## config.mk

```make
export PLATFORM = sky130hd
export DESIGN_NAME = mem_arbiter_flat
export DESIGN_NICKNAME = d
export VERILOG_FILES = /design/src/rtl/mem_arbiter_if.sv /design/src/rtl/mem_arbiter.sv /design/src/flat_wrapper.sv
export SDC_FILE = /design/constraint.sdc
export NUM_CORES = 1
export LEC_CHECK = 0
export ABC_AREA = 1
export CAP_MARGIN = 10
export CORE_ASPECT_RATIO = 1.2
export CORE_MARGIN = 1
export CORE_UTILIZATION = 40
export DETAILED_ROUTE_END_ITERATION = 6
export GPL_TIMING_DRIVEN = 1
export PLACE_DENSITY_LB_ADDON = 0.15
export REMOVE_ABC_BUFFERS = 1
export SYNTH_ARGS = -nofsm -noshare
export SYNTH_HDL_FRONTEND = slang
export SYNTH_SLANG_ARGS = --single-unit
export TNS_END_PERCENT = 20
```

## constraint.sdc

```tcl
create_clock -name SYS_clk -period 1.7 [get_ports SYS_clk]
set_input_delay 0.34 -clock SYS_clk [delete_from_list [all_inputs] [get_ports SYS_clk]]
set_output_delay 0.34 -clock SYS_clk [all_outputs]
set_load 0.03 [all_outputs]
```

## src/rtl/mem_arbiter_if.sv

```systemverilog
// Bundle of requester-side and memory-side signals for mem_arbiter.
// slave = arbiter view, master = requester/memory model view.
interface mem_arbiter_if;
    logic        IF_req;
    logic [31:0] IF_address;
    logic        IF_gnt;
    logic        IF_valid;
    logic [31:0] IF_rdata;

    logic        D_req;
    logic        D_write;
    logic [1:0]  D_length;
    logic        D_signed;
    logic [31:0] D_address;
    logic [31:0] D_wdata;
    logic        D_gnt;
    logic        D_valid;
    logic [31:0] D_rdata;

    logic        MEM_req;
    logic        MEM_write;
    logic [1:0]  MEM_length;
    logic        MEM_signed;
    logic [31:0] MEM_address;
    logic [31:0] MEM_wdata;
    logic        MEM_ready;
    logic [31:0] MEM_rdata;

    logic        BUS_error;

    modport slave (
        input  IF_req, IF_address,
        output IF_gnt, IF_valid, IF_rdata,
        input  D_req, D_write, D_length, D_signed,
        input  D_address, D_wdata,
        output D_gnt, D_valid, D_rdata,
        output MEM_req, MEM_write, MEM_length, MEM_signed,
        output MEM_address, MEM_wdata,
        input  MEM_ready, MEM_rdata,
        output BUS_error
    );

    modport master (
        output IF_req, IF_address,
        input  IF_gnt, IF_valid, IF_rdata,
        output D_req, D_write, D_length, D_signed,
        output D_address, D_wdata,
        input  D_gnt, D_valid, D_rdata,
        input  MEM_req, MEM_write, MEM_length, MEM_signed,
        input  MEM_address, MEM_wdata,
        output MEM_ready, MEM_rdata,
        input  BUS_error
    );
endinterface

```

## src/rtl/mem_arbiter.sv

```systemverilog
// Shared single-port memory arbiter: data-over-fetch priority with a
// starvation guard for fetch and a wait-state timeout abort.
module mem_arbiter #(
    parameter int DATA_MAX_RUN = 4,
    parameter int TIMEOUT      = 255
) (
    input  logic          SYS_clk,
    input  logic          SYS_reset_n,
    mem_arbiter_if.slave  bus
);
    typedef enum logic [1:0] {
        IDLE  = 2'd0,
        FETCH = 2'd1,
        DATA  = 2'd2
    } state_t;

    localparam logic [3:0] RUN_MAX  = 4'(DATA_MAX_RUN);
    localparam logic [7:0] BUSY_MAX = 8'(TIMEOUT);

    state_t      r_state;
    logic [3:0]  r_run_cnt;
    logic [7:0]  r_busy_cnt;

    logic        r_if_gnt;
    logic        r_if_valid;
    logic [31:0] r_if_rdata;
    logic        r_d_gnt;
    logic        r_d_valid;
    logic [31:0] r_d_rdata;
    logic        r_mem_req;
    logic        r_mem_write;
    logic [1:0]  r_mem_length;
    logic        r_mem_signed;
    logic [31:0] r_mem_address;
    logic [31:0] r_mem_wdata;
    logic        r_bus_error;

    logic        w_if_wins;
    logic        w_d_wins;
    logic        w_done;
    logic [3:0]  w_run_next;
    logic [31:0] w_rdata;

    // Fetch only beats a pending data request once data has had its run.
    assign w_if_wins = bus.IF_req &&
                       (!bus.D_req || r_run_cnt == RUN_MAX);
    assign w_d_wins  = bus.D_req && !w_if_wins;

    assign w_done    = bus.MEM_ready || r_busy_cnt == BUSY_MAX;
    assign w_rdata   = bus.MEM_ready ? bus.MEM_rdata : 32'd0;

    always_comb begin
        w_run_next = 4'd0;
        if (bus.IF_req) begin
            w_run_next = (r_run_cnt < RUN_MAX) ?
                         r_run_cnt + 4'd1 : r_run_cnt;
        end
    end

    always_ff @(posedge SYS_clk or negedge SYS_reset_n) begin
        if (!SYS_reset_n) begin
            r_state       <= IDLE;
            r_run_cnt     <= 4'd0;
            r_busy_cnt    <= 8'd0;
            r_if_gnt      <= 1'b0;
            r_if_valid    <= 1'b0;
            r_if_rdata    <= 32'd0;
            r_d_gnt       <= 1'b0;
            r_d_valid     <= 1'b0;
            r_d_rdata     <= 32'd0;
            r_mem_req     <= 1'b0;
            r_mem_write   <= 1'b0;
            r_mem_length  <= 2'd0;
            r_mem_signed  <= 1'b0;
            r_mem_address <= 32'd0;
            r_mem_wdata   <= 32'd0;
            r_bus_error   <= 1'b0;
        end else begin
            r_if_gnt    <= 1'b0;
            r_d_gnt     <= 1'b0;
            r_if_valid  <= 1'b0;
            r_d_valid   <= 1'b0;
            r_bus_error <= 1'b0;
            unique case (r_state)
                IDLE: begin
                    if (w_if_wins) begin
                        r_state       <= FETCH;
                        r_if_gnt      <= 1'b1;
                        r_run_cnt     <= 4'd0;
                        r_busy_cnt    <= 8'd1;
                        r_mem_req     <= 1'b1;
                        r_mem_write   <= 1'b0;
                        r_mem_length  <= 2'b11;
                        r_mem_signed  <= 1'b0;
                        r_mem_address <= bus.IF_address;
                        r_mem_wdata   <= 32'd0;
                    end else if (w_d_wins) begin
                        r_state       <= DATA;
                        r_d_gnt       <= 1'b1;
                        r_run_cnt     <= w_run_next;
                        r_busy_cnt    <= 8'd1;
                        r_mem_req     <= 1'b1;
                        r_mem_write   <= bus.D_write;
                        r_mem_length  <= bus.D_length;
                        r_mem_signed  <= bus.D_signed;
                        r_mem_address <= bus.D_address;
                        r_mem_wdata   <= bus.D_wdata;
                    end
                end
                FETCH, DATA: begin
                    if (w_done) begin
                        r_state       <= IDLE;
                        r_busy_cnt    <= 8'd0;
                        r_bus_error   <= !bus.MEM_ready;
                        r_mem_req     <= 1'b0;
                        r_mem_write   <= 1'b0;
                        r_mem_length  <= 2'd0;
                        r_mem_signed  <= 1'b0;
                        r_mem_address <= 32'd0;
                        r_mem_wdata   <= 32'd0;
                        if (r_state == FETCH) begin
                            r_if_valid <= 1'b1;
                            r_if_rdata <= w_rdata;
                        end else begin
                            r_d_valid <= 1'b1;
                            // Stores never disturb the last load result.
                            if (!r_mem_write) begin
                                r_d_rdata <= w_rdata;
                            end
                        end
                    end else begin
                        r_busy_cnt <= r_busy_cnt + 8'd1;
                    end
                end
                default: begin
                    r_state <= IDLE;
                end
            endcase
        end
    end

    assign bus.IF_gnt      = r_if_gnt;
    assign bus.IF_valid    = r_if_valid;
    assign bus.IF_rdata    = r_if_rdata;
    assign bus.D_gnt       = r_d_gnt;
    assign bus.D_valid     = r_d_valid;
    assign bus.D_rdata     = r_d_rdata;
    assign bus.MEM_req     = r_mem_req;
    assign bus.MEM_write   = r_mem_write;
    assign bus.MEM_length  = r_mem_length;
    assign bus.MEM_signed  = r_mem_signed;
    assign bus.MEM_address = r_mem_address;
    assign bus.MEM_wdata   = r_mem_wdata;
    assign bus.BUS_error   = r_bus_error;
endmodule
```

## src/flat_wrapper.sv

```systemverilog
// flat-port wrapper written by rule: the top's interface ports become plain ports
module mem_arbiter_flat 
#(
    parameter int DATA_MAX_RUN = 4,
    parameter int TIMEOUT      = 255
)
  (SYS_clk, SYS_reset_n, bus_IF_req, bus_IF_address, bus_IF_gnt, bus_IF_valid, bus_IF_rdata, bus_D_req, bus_D_write, bus_D_length, bus_D_signed, bus_D_address, bus_D_wdata, bus_D_gnt, bus_D_valid, bus_D_rdata, bus_MEM_req, bus_MEM_write, bus_MEM_length, bus_MEM_signed, bus_MEM_address, bus_MEM_wdata, bus_MEM_ready, bus_MEM_rdata, bus_BUS_error);
  mem_arbiter_if bus_i ();
  input  logic SYS_clk;
  input  logic SYS_reset_n;
  input wire logic [$bits(bus_i.IF_req)-1:0] bus_IF_req;
  input wire logic [$bits(bus_i.IF_address)-1:0] bus_IF_address;
  output wire logic [$bits(bus_i.IF_gnt)-1:0] bus_IF_gnt;
  output wire logic [$bits(bus_i.IF_valid)-1:0] bus_IF_valid;
  output wire logic [$bits(bus_i.IF_rdata)-1:0] bus_IF_rdata;
  input wire logic [$bits(bus_i.D_req)-1:0] bus_D_req;
  input wire logic [$bits(bus_i.D_write)-1:0] bus_D_write;
  input wire logic [$bits(bus_i.D_length)-1:0] bus_D_length;
  input wire logic [$bits(bus_i.D_signed)-1:0] bus_D_signed;
  input wire logic [$bits(bus_i.D_address)-1:0] bus_D_address;
  input wire logic [$bits(bus_i.D_wdata)-1:0] bus_D_wdata;
  output wire logic [$bits(bus_i.D_gnt)-1:0] bus_D_gnt;
  output wire logic [$bits(bus_i.D_valid)-1:0] bus_D_valid;
  output wire logic [$bits(bus_i.D_rdata)-1:0] bus_D_rdata;
  output wire logic [$bits(bus_i.MEM_req)-1:0] bus_MEM_req;
  output wire logic [$bits(bus_i.MEM_write)-1:0] bus_MEM_write;
  output wire logic [$bits(bus_i.MEM_length)-1:0] bus_MEM_length;
  output wire logic [$bits(bus_i.MEM_signed)-1:0] bus_MEM_signed;
  output wire logic [$bits(bus_i.MEM_address)-1:0] bus_MEM_address;
  output wire logic [$bits(bus_i.MEM_wdata)-1:0] bus_MEM_wdata;
  input wire logic [$bits(bus_i.MEM_ready)-1:0] bus_MEM_ready;
  input wire logic [$bits(bus_i.MEM_rdata)-1:0] bus_MEM_rdata;
  output wire logic [$bits(bus_i.BUS_error)-1:0] bus_BUS_error;
  assign bus_i.IF_req = bus_IF_req;
  assign bus_i.IF_address = bus_IF_address;
  assign bus_IF_gnt = bus_i.IF_gnt;
  assign bus_IF_valid = bus_i.IF_valid;
  assign bus_IF_rdata = bus_i.IF_rdata;
  assign bus_i.D_req = bus_D_req;
  assign bus_i.D_write = bus_D_write;
  assign bus_i.D_length = bus_D_length;
  assign bus_i.D_signed = bus_D_signed;
  assign bus_i.D_address = bus_D_address;
  assign bus_i.D_wdata = bus_D_wdata;
  assign bus_D_gnt = bus_i.D_gnt;
  assign bus_D_valid = bus_i.D_valid;
  assign bus_D_rdata = bus_i.D_rdata;
  assign bus_MEM_req = bus_i.MEM_req;
  assign bus_MEM_write = bus_i.MEM_write;
  assign bus_MEM_length = bus_i.MEM_length;
  assign bus_MEM_signed = bus_i.MEM_signed;
  assign bus_MEM_address = bus_i.MEM_address;
  assign bus_MEM_wdata = bus_i.MEM_wdata;
  assign bus_i.MEM_ready = bus_MEM_ready;
  assign bus_i.MEM_rdata = bus_MEM_rdata;
  assign bus_BUS_error = bus_i.BUS_error;
  mem_arbiter #(.DATA_MAX_RUN(DATA_MAX_RUN), .TIMEOUT(TIMEOUT)) u_core (.SYS_clk(SYS_clk), .SYS_reset_n(SYS_reset_n), .bus(bus_i));
endmodule
```

-- Yosys cells after proc, flatten, opt, wreduce, memory -nomap -nowiden
Index checks and enable logic that the tools add are counted.
- $add $sub $neg: 2
- order comparisons: 1
- equality and inequality tests: 7
- muxes and demuxes: 46
- bitwise logic cells: 2
- reduce and logical (&&, ||, !) cells: 17
- operators with widths (kind ; count):
    $mux 32 ; 6
    $pmux 32 s2 ; 2
    $mux 8 ; 3
    $mux 1 ; 20
    $mux 4 ; 4
    $pmux 8 s2 ; 1
    $mux 2 ; 5
    $reduce_and 3->1 ; 3
    $add 8x1->8 const B ; 1
    $eq 8x8->1 const B ; 1
    $pmux 2 s2 ; 2
    $ne 3x1->1 const B ; 2
    $pmux 1 s2 ; 3
    $add 4x1->4 const B ; 1
    $eq 4x3->1 const B ; 1
    $lt 4x3->1 const B ; 1
    $reduce_and 2->1 ; 2
    $reduce_and 4->1 ; 1
    $reduce_bool 2->1 ; 2
    $logic_not 1->1 ; 3
    $eq 2x1->1 const B ; 1
    $eq 2x2->1 const B ; 1
    $logic_and 1x1->1 ; 2
    $logic_not 2->1 ; 1
    4 further kinds ; 6
- flip-flop bits (word level): 152
- bits of input ports: 137
- output and inout bits: 138
- word-level logic and storage cells: 91

-- Longest topological paths before layout
Gate-level depths: netlist (run 1).
- depth after elaboration: 8
- depth in mapped cells: 10
- mapped depth without buffers: 9

-- Worst setup path before layout (run 1)
Ideal clock, no wire load.
- path type: register to register
- start point: register u_core.r_state[0]
- end point: register u_core.r_mem_length[0], in the netlist u_core.bus.MEM_length[0]
- setup time: 0.123 ns
- data arrival time: 1.471 ns
- data required time: 1.577 ns
- setup slack: 0.106 ns
- stages on the path, launching flop included: 11
- path buffers: 2
- clock period less this slack: 1.594 ns
- cells stage by stage: dfrtp_1 -> inv_1 -> ha_1 -> buf_4 -> inv_1 -> nor2_1 -> nand2_2 -> nand3_2 -> buf_2 -> nand2_1 -> nand2_1
- longest elaborated chain between the ends: 4
- elaborated cells on any way between the ends: 9
- those cells by class: eq/ne: 4; mux: 1; reduce/logical: 4
- RTL lines (element ; RTL line ; RTL):
    start, declared ; mem_arbiter.sv:20 ; state_t r_state;
    start signal, assigned ; mem_arbiter.sv:62 ; r_state <= IDLE;
    start signal, assigned ; mem_arbiter.sv:87 ; r_state <= FETCH;
    start signal, assigned ; mem_arbiter.sv:98 ; r_state <= DATA;
    $eq 2x2->1 / $eq 2x1->1 (equally long branches) ; mem_arbiter.sv:84 ; unique case (r_state)
    $reduce_or 2->1 ; mem_arbiter.sv:84 ;
    $ne 2x1->1 (no line) / $reduce_bool 2->1 (equally long branches) ; - ;
    $reduce_and 3->1 (no line) ; - ;
    end signal, assigned ; mem_arbiter.sv:104 ; r_mem_length <= bus.D_length;
    end, declared ; mem_arbiter.sv:32 ; logic [1:0] r_mem_length;
Parallel ways exist; a longest one is shown, timed or not.
A chain may end at the register's enable or synchronous reset.

-- Worst setup path after layout (run 1)
- start point: register u_core.r_busy_cnt[1]
- end point: register u_core.r_mem_wdata[25], in the netlist u_core.bus.MEM_wdata[25]
- longest elaborated chain between the ends: 4
- RTL lines (element ; RTL line ; RTL):
    start, declared ; mem_arbiter.sv:22 ; logic [7:0] r_busy_cnt;
    start signal, assigned ; mem_arbiter.sv:132 ; r_busy_cnt <= r_busy_cnt + 8'd1;
    $eq 8x8->1 ; mem_arbiter.sv:49 ; assign w_done = bus.MEM_ready || r_busy_cnt == BUSY_MAX;
    $logic_or 1x1->1 ; mem_arbiter.sv:49 ;
    $ne 2x1->1 (no line) ; - ;
    $reduce_and 3->1 (no line) ; - ;
    end signal, assigned ; mem_arbiter.sv:107 ; r_mem_wdata <= bus.D_wdata;
    end, declared ; mem_arbiter.sv:35 ; logic [31:0] r_mem_wdata;
No other way between the ends.

==> results of run 1 <==
==> how the worst max path moves through the flow <==
stage,start,end,slack (ns),cells past startpoint
after CTS,u_core.r_state[1],u_core.bus.MEM_wdata[25],0.03,10
after global placement,bus_MEM_ready,u_core.bus.MEM_wdata[11],-0.06,9
after floorplan,u_core.r_run_cnt[0],u_core.bus.MEM_length[0],-1.12,8
final,u_core.r_busy_cnt[1],u_core.bus.MEM_wdata[25],0.09,10
after global routing,u_core.r_busy_cnt[0],u_core.bus.MEM_wdata[0],-0.02,10
after detailed placement,bus_MEM_ready,u_core.bus.MEM_wdata[18],-0.09,9
==> metrics by stage <==
stage / cell area [um2] / instances
6_report: 10800 / 1384
5_1_grt: 10800 / 1384
4_1_cts: 10700 / 1378
3_5_place_dp: 10300 / 1345
3_3_place_gp: 10300 / 1345
2_1_floorplan: 6740 / 809
==> metal layers <==
layer  track usage [%]  vias to the layer above  routed length [um]
met5                 0                        -                   0
met4              6.95                        0                 321
met3              8.66                       26                1920
met2              39.6                      268                9940
met1              28.9                     3094                8640
li1                  -                     3289                   -
==> registers in the layout, indices dropped and copies added (netlist names) <==
| register | cells |
|---|---|
| u_core.bus.D_rdata | 32 |
| u_core.bus.IF_rdata | 32 |
| u_core.bus.MEM_address | 32 |
| u_core.bus.MEM_wdata | 32 |
| u_core.r_busy_cnt | 8 |
| u_core.r_run_cnt | 4 |
| u_core.bus.MEM_length | 2 |
| u_core.r_state | 2 |
| u_core.bus.BUS_error | 1 |
| u_core.bus.D_gnt | 1 |
| u_core.bus.D_valid | 1 |
| u_core.bus.IF_gnt | 1 |
| u_core.bus.IF_valid | 1 |
| u_core.bus.MEM_req | 1 |
| u_core.bus.MEM_signed | 1 |
| u_core.bus.MEM_write | 1 |
==> cell usage in the layout, fill, tap and decap left out <==
cell,n
inv_1,88
nand3_4,1
inv_2,4
nand2_1,337
clkinvlp_4,3
clkbuf_1,2
ha_2,1
nand3_1,78
clkbuf_8,1
ha_4,1
nand2_2,5
dlygate4sd2_1,138
ha_1,5
clkinv_2,5
dlygate4sd3_1,1
o21ai_1,5
buf_6,3
buf_12,15
clkdlybuf4s50_1,135
o21bai_1,2
nor3_1,1
nor2_1,24
dfrtp_1,152
a22oi_1,1
nor2_4,1
nand3_2,2
nor2_2,2
nand3b_1,32
nand2_4,3
bufinv_16,1
clkbuf_16,18
o21ai_0,31
clkinv_4,3
nand4_1,33
buf_4,34
==> power by group <==
part / switching, uW / total [uW] / internal [uW]
Clock: 1500 / 3540 / 2040
Combinational: 6780 / 10500 / 3760
Sequential: 805 / 5970 / 5160
Total: 9080 / 20000 / 11000
==> logic make-up (layout without fill, tap and decap cells) <==
family / count (synthesis) / after routing
buf+inv: 143 / 451
flops: 152 / 152
compound gates: 39 / 39
fa+ha+maj: 7 / 7
simple gates: 519 / 519
==> area by class of cell <==
type,instances,area (um2),area share (%)
tap,216,270,2.51
timing repair buffer,327,3180,29.5
sequential,152,3800,35.3
clock buffer,20,447,4.14
inverter,92,345,3.20
clock inverter,12,104,0.963
multi-input combinational,565,2630,24.4
==> what timing repair did <==
| item | CTS | global route |
|---|---|---|
| hold endpoints to repair | 25 | 0 |
| setup buffers | 0 | 5 |
| gates cloned | 0 | 1 |
| setup endpoints to repair | 157 | 67 |
| hold buffers | 1 | 0 |
| gates resized for setup | 139 | 11 |
==> flow_summary.toml, run 1 <==
[global_route]
grt_pass1_wl_mm = 33.2
grt_max_degree = 53
grt_usage_pct = 23.9
gr-total-overflow = 0
antenna_found_initial = 0
grt_pass1_vias = 6513

[flow_run]
maxCapViolations = 0

[pwr]
finalPower_uw = 20000
leakage_uw = 0.00595
ir_drop_mv = 0.933
power_density_nw_per_um2 = 1860

[die]
start_util_pct = 41.2
rows = 52
die_x_um = 123
core_um2 = 17000
dieArea_um2 = 18000
pin_count = 275
die_h_um = 147

[timing]
fmax_ghz = 0.620
setup-tns-final_ns = 0
hold_violations = 0
slew_headroom_pct = 75.2
layout_setup_ws_ns = 0.0880
finalSetupViolations = 0
worst_slew_pin_slew_ns = 0.374
drv_slew = 0
worst_hold_slack_ns = 0.395
fin_crit_sh_pct = 94.8
final.min_clock_period_ns = 1.61
fin_skew_ns = 0.00771

[worst_setup_path]
worst_ep_arrival_time_ns = 1.92
cp_top_family = "simple AND/OR/NAND/NOR gates"
worst_setup_path_start_kind = "register"
ff2ff_setup_slack_ns = 0.09
worst-path-buf-inv = 3
worstReg2RegStart = "u_core.r_busy_cnt[1]"
r2r_end = "u_core.bus.MEM_wdata[25]"
critPathMaxStageDelay_ns = 0.35
crit_chain = "ha_2 > inv_1 > nor2_1 > nand2_2 > nand2_2 > nand3_4 > buf_12 > buf_4 > nand2_1 > nand2_1"
cp_max_fo = 9
worstPathRequired_ns = 2.01
critPathKind = "reg -> reg"
reg2reg_depth = 10
critPathSlowestCell = "dfrtp_1"
endpoint_kind = "register"

[drt]
vias = 6677
routed_wirelength_mm = 20.8
drt-initial-drc-count = 423
ant_nets = 0
viasPerCell = 4.82
drc_errors = 0
routedWlPerCell_um = 15.0
drt_first_pass_iters = 4

[finish]
drive_above_1_share_pct = 8.82
antenna_cells = 0
layout.nets = 1299
fin_util_pct = 63.5
fillers = 1586
synthToLayoutAreaGrowth_pct = 54.2

[clock_network]
clock_sinks = 152
cts_tree = "yes"
clockRootBuffer = "clkbuf_16"
path_clk_slew_ns = 0.06
clock_path_buffers = 2
numCtsBuffers = 17
clkLatencyLatePin_ns = 0.42
cts.htree.levels = 4

[synth]
yosysWarnings = 0
synthesis.area_um2 = 6990
synth_seq_area_share_pct = 54.4
yosysTopAreaCell = "dfrtp_1"
ys_ff_latch = 152
yosys.area_share.adder_pct = 1.25
yosysMostFrequentCell = "nand2_1"
synthArstFlopShare_pct = 100
synth-main-ff-cell = "dfrtp_1"
synth_cell_types = 23
synthMuxAreaShare_pct = 0
synth_xor_area_share_pct = 0
synthCells = 860
avgSynthCellArea_um2 = 8.13
ys_top_cells_by_count = "nand2_1, dfrtp_1, inv_1"
netlist_top_cells_area = "dfrtp_1, nand2_1, nand3_1, inv_1, nand3b_1"
synth_top_family_by_area = "simple AND/OR/NAND/NOR gates"
synth_compound_area_share_pct = 2.90
synth_top_area_share_pct = 54.4
synth_edf_count = 0
synth-simple-area-share_pct = 32.9

[place]
port-buffer-count = 274
place_congestion = 0.835
dpl.hpwl_mm = 15.0
post-place-ws_ns = -0.0892

[worst_hold_path]
hold_class = "in -> async"

[run_status]
status = "finished clean"
Note: power is estimated with default switching activity, not from simulation.
==> run 2, diff against run 1 <==
--- a/config.mk
+++ b/config.mk
@@ -9,10 +9,10 @@
 export CAP_MARGIN = 10
 export CORE_ASPECT_RATIO = 1.2
 export CORE_MARGIN = 1
-export CORE_UTILIZATION = 40
+export CORE_UTILIZATION = 44
 export DETAILED_ROUTE_END_ITERATION = 6
 export GPL_TIMING_DRIVEN = 1
-export PLACE_DENSITY_LB_ADDON = 0.15
+export PLACE_DENSITY = 0.91
 export REMOVE_ABC_BUFFERS = 1
 export SYNTH_ARGS = -nofsm -noshare
 export SYNTH_HDL_FRONTEND = slang
==> constraint.sdc (replaced) <==
create_clock -name SYS_clk -period 1.8 [get_ports SYS_clk]
set_input_delay 0.36 -clock SYS_clk [delete_from_list [all_inputs] [get_ports SYS_clk]]
set_output_delay 0.36 -clock SYS_clk [all_outputs]
set_load 0.03 [all_outputs]
==> flow_summary.toml, run 2 (synthesized netlist as in run 1, its figures left out) <==
[worst_setup_path]
worst_ep_arrival_time_ns = 1.39
critPathKind = "reg -> out"
cp_max_fo = 1
endpoint_kind = "primary output"
worst-path-buf-inv = 1
critPathSlowestCell = "clkdlybuf4s50_1"
critPathMaxStageDelay_ns = 0.66
worst_setup_path_start_kind = "register"
crit_chain = "clkdlybuf4s50_1"
cp_top_family = "buffers and inverters"
worstPathRequired_ns = 1.44

[run_status]
status = "finished clean"

[die]
dieArea_um2 = 16400
rows = 50
die_h_um = 140
core_um2 = 15600
pin_count = 275
die_x_um = 117
start_util_pct = 44.9

[pwr]
p_sw_uw = 8790
leakage_uw = 0.00598
finalPower_uw = 19000
p_seq_share_pct = 29.9
combPwrFrac_pct = 50.8
ir_drop_mv = 0.957
swShare_pct = 46.2
pwr-share-clk_pct = 19.3
p_int_uw = 10200
power_density_nw_per_um2 = 1780

[timing]
worst_slew_pin_slew_ns = 0.471
setup-tns-final_ns = 0
finalSetupViolations = 0
drv_slew = 0
fin_skew_ns = 0.0182
fin_crit_sh_pct = 97.2
rsz0062_at_grt = "no"
hold_violations = 0
fmax_ghz = 0.571
slew_headroom_pct = 68.6
final.min_clock_period_ns = 1.75

[clock_network]
clockRootBuffer = "clkbuf_16"
cts_tree = "yes"
clock_path_buffers = 2
clkLatencyLatePin_ns = 0.42
numCtsBuffers = 17
path_clk_slew_ns = 0.07
clock_sinks = 152
cts.htree.levels = 4

[finish]
finalNonFillerCells = 1354
layout.nets = 1277
synthToLayoutAreaGrowth_pct = 52.6
antenna_cells = 0
final_area_um2 = 10700
mostFrequentLayoutCells = "nand2_1, dfrtp_1, clkdlybuf4s50_1"
drive_above_1_share_pct = 6.63
final_common_cell = "nand2_1"

[global_route]
grt_max_degree = 55
antenna_found_initial = 0
grt_usage_pct = 25.3
gr-total-overflow = 0
grt_pass1_wl_mm = 31.9
grt_pass1_vias = 6477

[worst_hold_path]
hold_class = "in -> async"

[drt]
m1WireLength_mm = 8.01
routedWlPerCell_um = 15.4
wl_met2_mm = 10.2
top_layer_used = "met4"
ant_nets = 0
wl_met3_mm = 2.01
drt_first_pass_iters = 5
vias = 6919
drt-initial-drc-count = 644
viasPerCell = 5.11
routed_wirelength_mm = 20.9
drc_errors = 0

[flow_run]
maxCapViolations = 0

[place]
dpl.hpwl_mm = 15.0
place_congestion = 0.802
dp.cells = 1319
port-buffer-count = 274
placed_area_um2 = 10100
run 2: changes by cell type in the layout (fill, tap and decap cells not counted), moves of 2 or more:
cell,delta
buf_4,-20
buf_6,-2
clkbuf_1,-2
clkinv_2,-4
clkinv_4,-2
clkinv_8,+2
dlygate4sd2_1,-12
dlymetal6s2s_1,+11
ha_1,+2
inv_1,+4
inv_2,-4
inv_6,+6
run 2: path summary, 6_finish.rpt:
| path | from | end | slack [ns] | depth (start not counted) |
|---|---|---|---|---|
| setup / recovery | u_core.bus.D_gnt | bus_D_gnt | 0.05 | 1 |
| hold / removal | SYS_reset_n | u_core.bus.D_rdata[17] | 0.44 | 2 |
| setup reg to reg | u_core.r_busy_cnt[1] | u_core.r_busy_cnt[5] | 0.15 | 9 |
| hold reg to reg | u_core.bus.MEM_address[25] | u_core.bus.MEM_address[25] | 0.46 | 2 |
| max in group asynchronous | SYS_reset_n | u_core.bus.MEM_signed | 0.76 | 3 |
| min in group SYS_clk | u_core.bus.MEM_address[25] | u_core.bus.MEM_address[25] | 0.46 | 2 |
run 2: what timing repair did:
action,4_1_cts,5_1_grt
setup endpoints to repair,126,41
hold buffers,1,0
setup buffers,0,1
cloned,0,1
gates resized for setup,126,16
endpoints found under the hold margin,39,0
pin swaps,0,1
run 2: per-layer routing:
metal	track usage (%)	vias up
li1	-	3263
met1	28.9	3238
met2	42.4	368
met3	8.31	50
met4	11.7	0
met5	0	-
run 2: final cells by class:
cell class	instances	area, um2
fill	1216	4900
sequential	152	3800
timing repair buffer	305	3050
multi-input combinational	565	2610
clock buffer	17	425
inverter	92	345
tap	208	260
clock inverter	15	185
run 2: power groups by stage:
stage / Clock [uW] / Combinational [uW] / Sequential [uW]
floorplan: 0 / 2890 / 8350
global placement: 0 / 10200 / 5670
detailed placement: 0 / 10400 / 5750
CTS: 3740 / 9560 / 5670
global route: 3880 / 10400 / 5840
finish: 3680 / 9660 / 5680
run 2: metrics by stage:
step | worst slack, ns | hold WS, ns | utilization [%]
2_1_floorplan | -1.02 | 0.0644 | -
3_3_place_gp | 0.0125 | 0.334 | 65.1
3_5_place_dp | -0.00334 | 0.331 | 65.1
4_1_cts | 0.000255 | 0.462 | 68.0
5_1_grt | 0.00539 | 0.468 | 68.5
6_report | 0.0501 | 0.444 | 68.5
==> run 3, diff against run 2 <==
--- a/config.mk
+++ b/config.mk
@@ -10,6 +10,8 @@
 export CORE_ASPECT_RATIO = 1.2
 export CORE_MARGIN = 1
 export CORE_UTILIZATION = 44
+export CTS_BUF_LIST = sky130_fd_sc_hd__clkbuf_16
+export CTS_CLUSTER_SIZE = 24
 export DETAILED_ROUTE_END_ITERATION = 6
 export GPL_TIMING_DRIVEN = 1
 export PLACE_DENSITY = 0.91
==> results of run 3 <==
Final layout, timing and power as in run 2 (identical DEF).
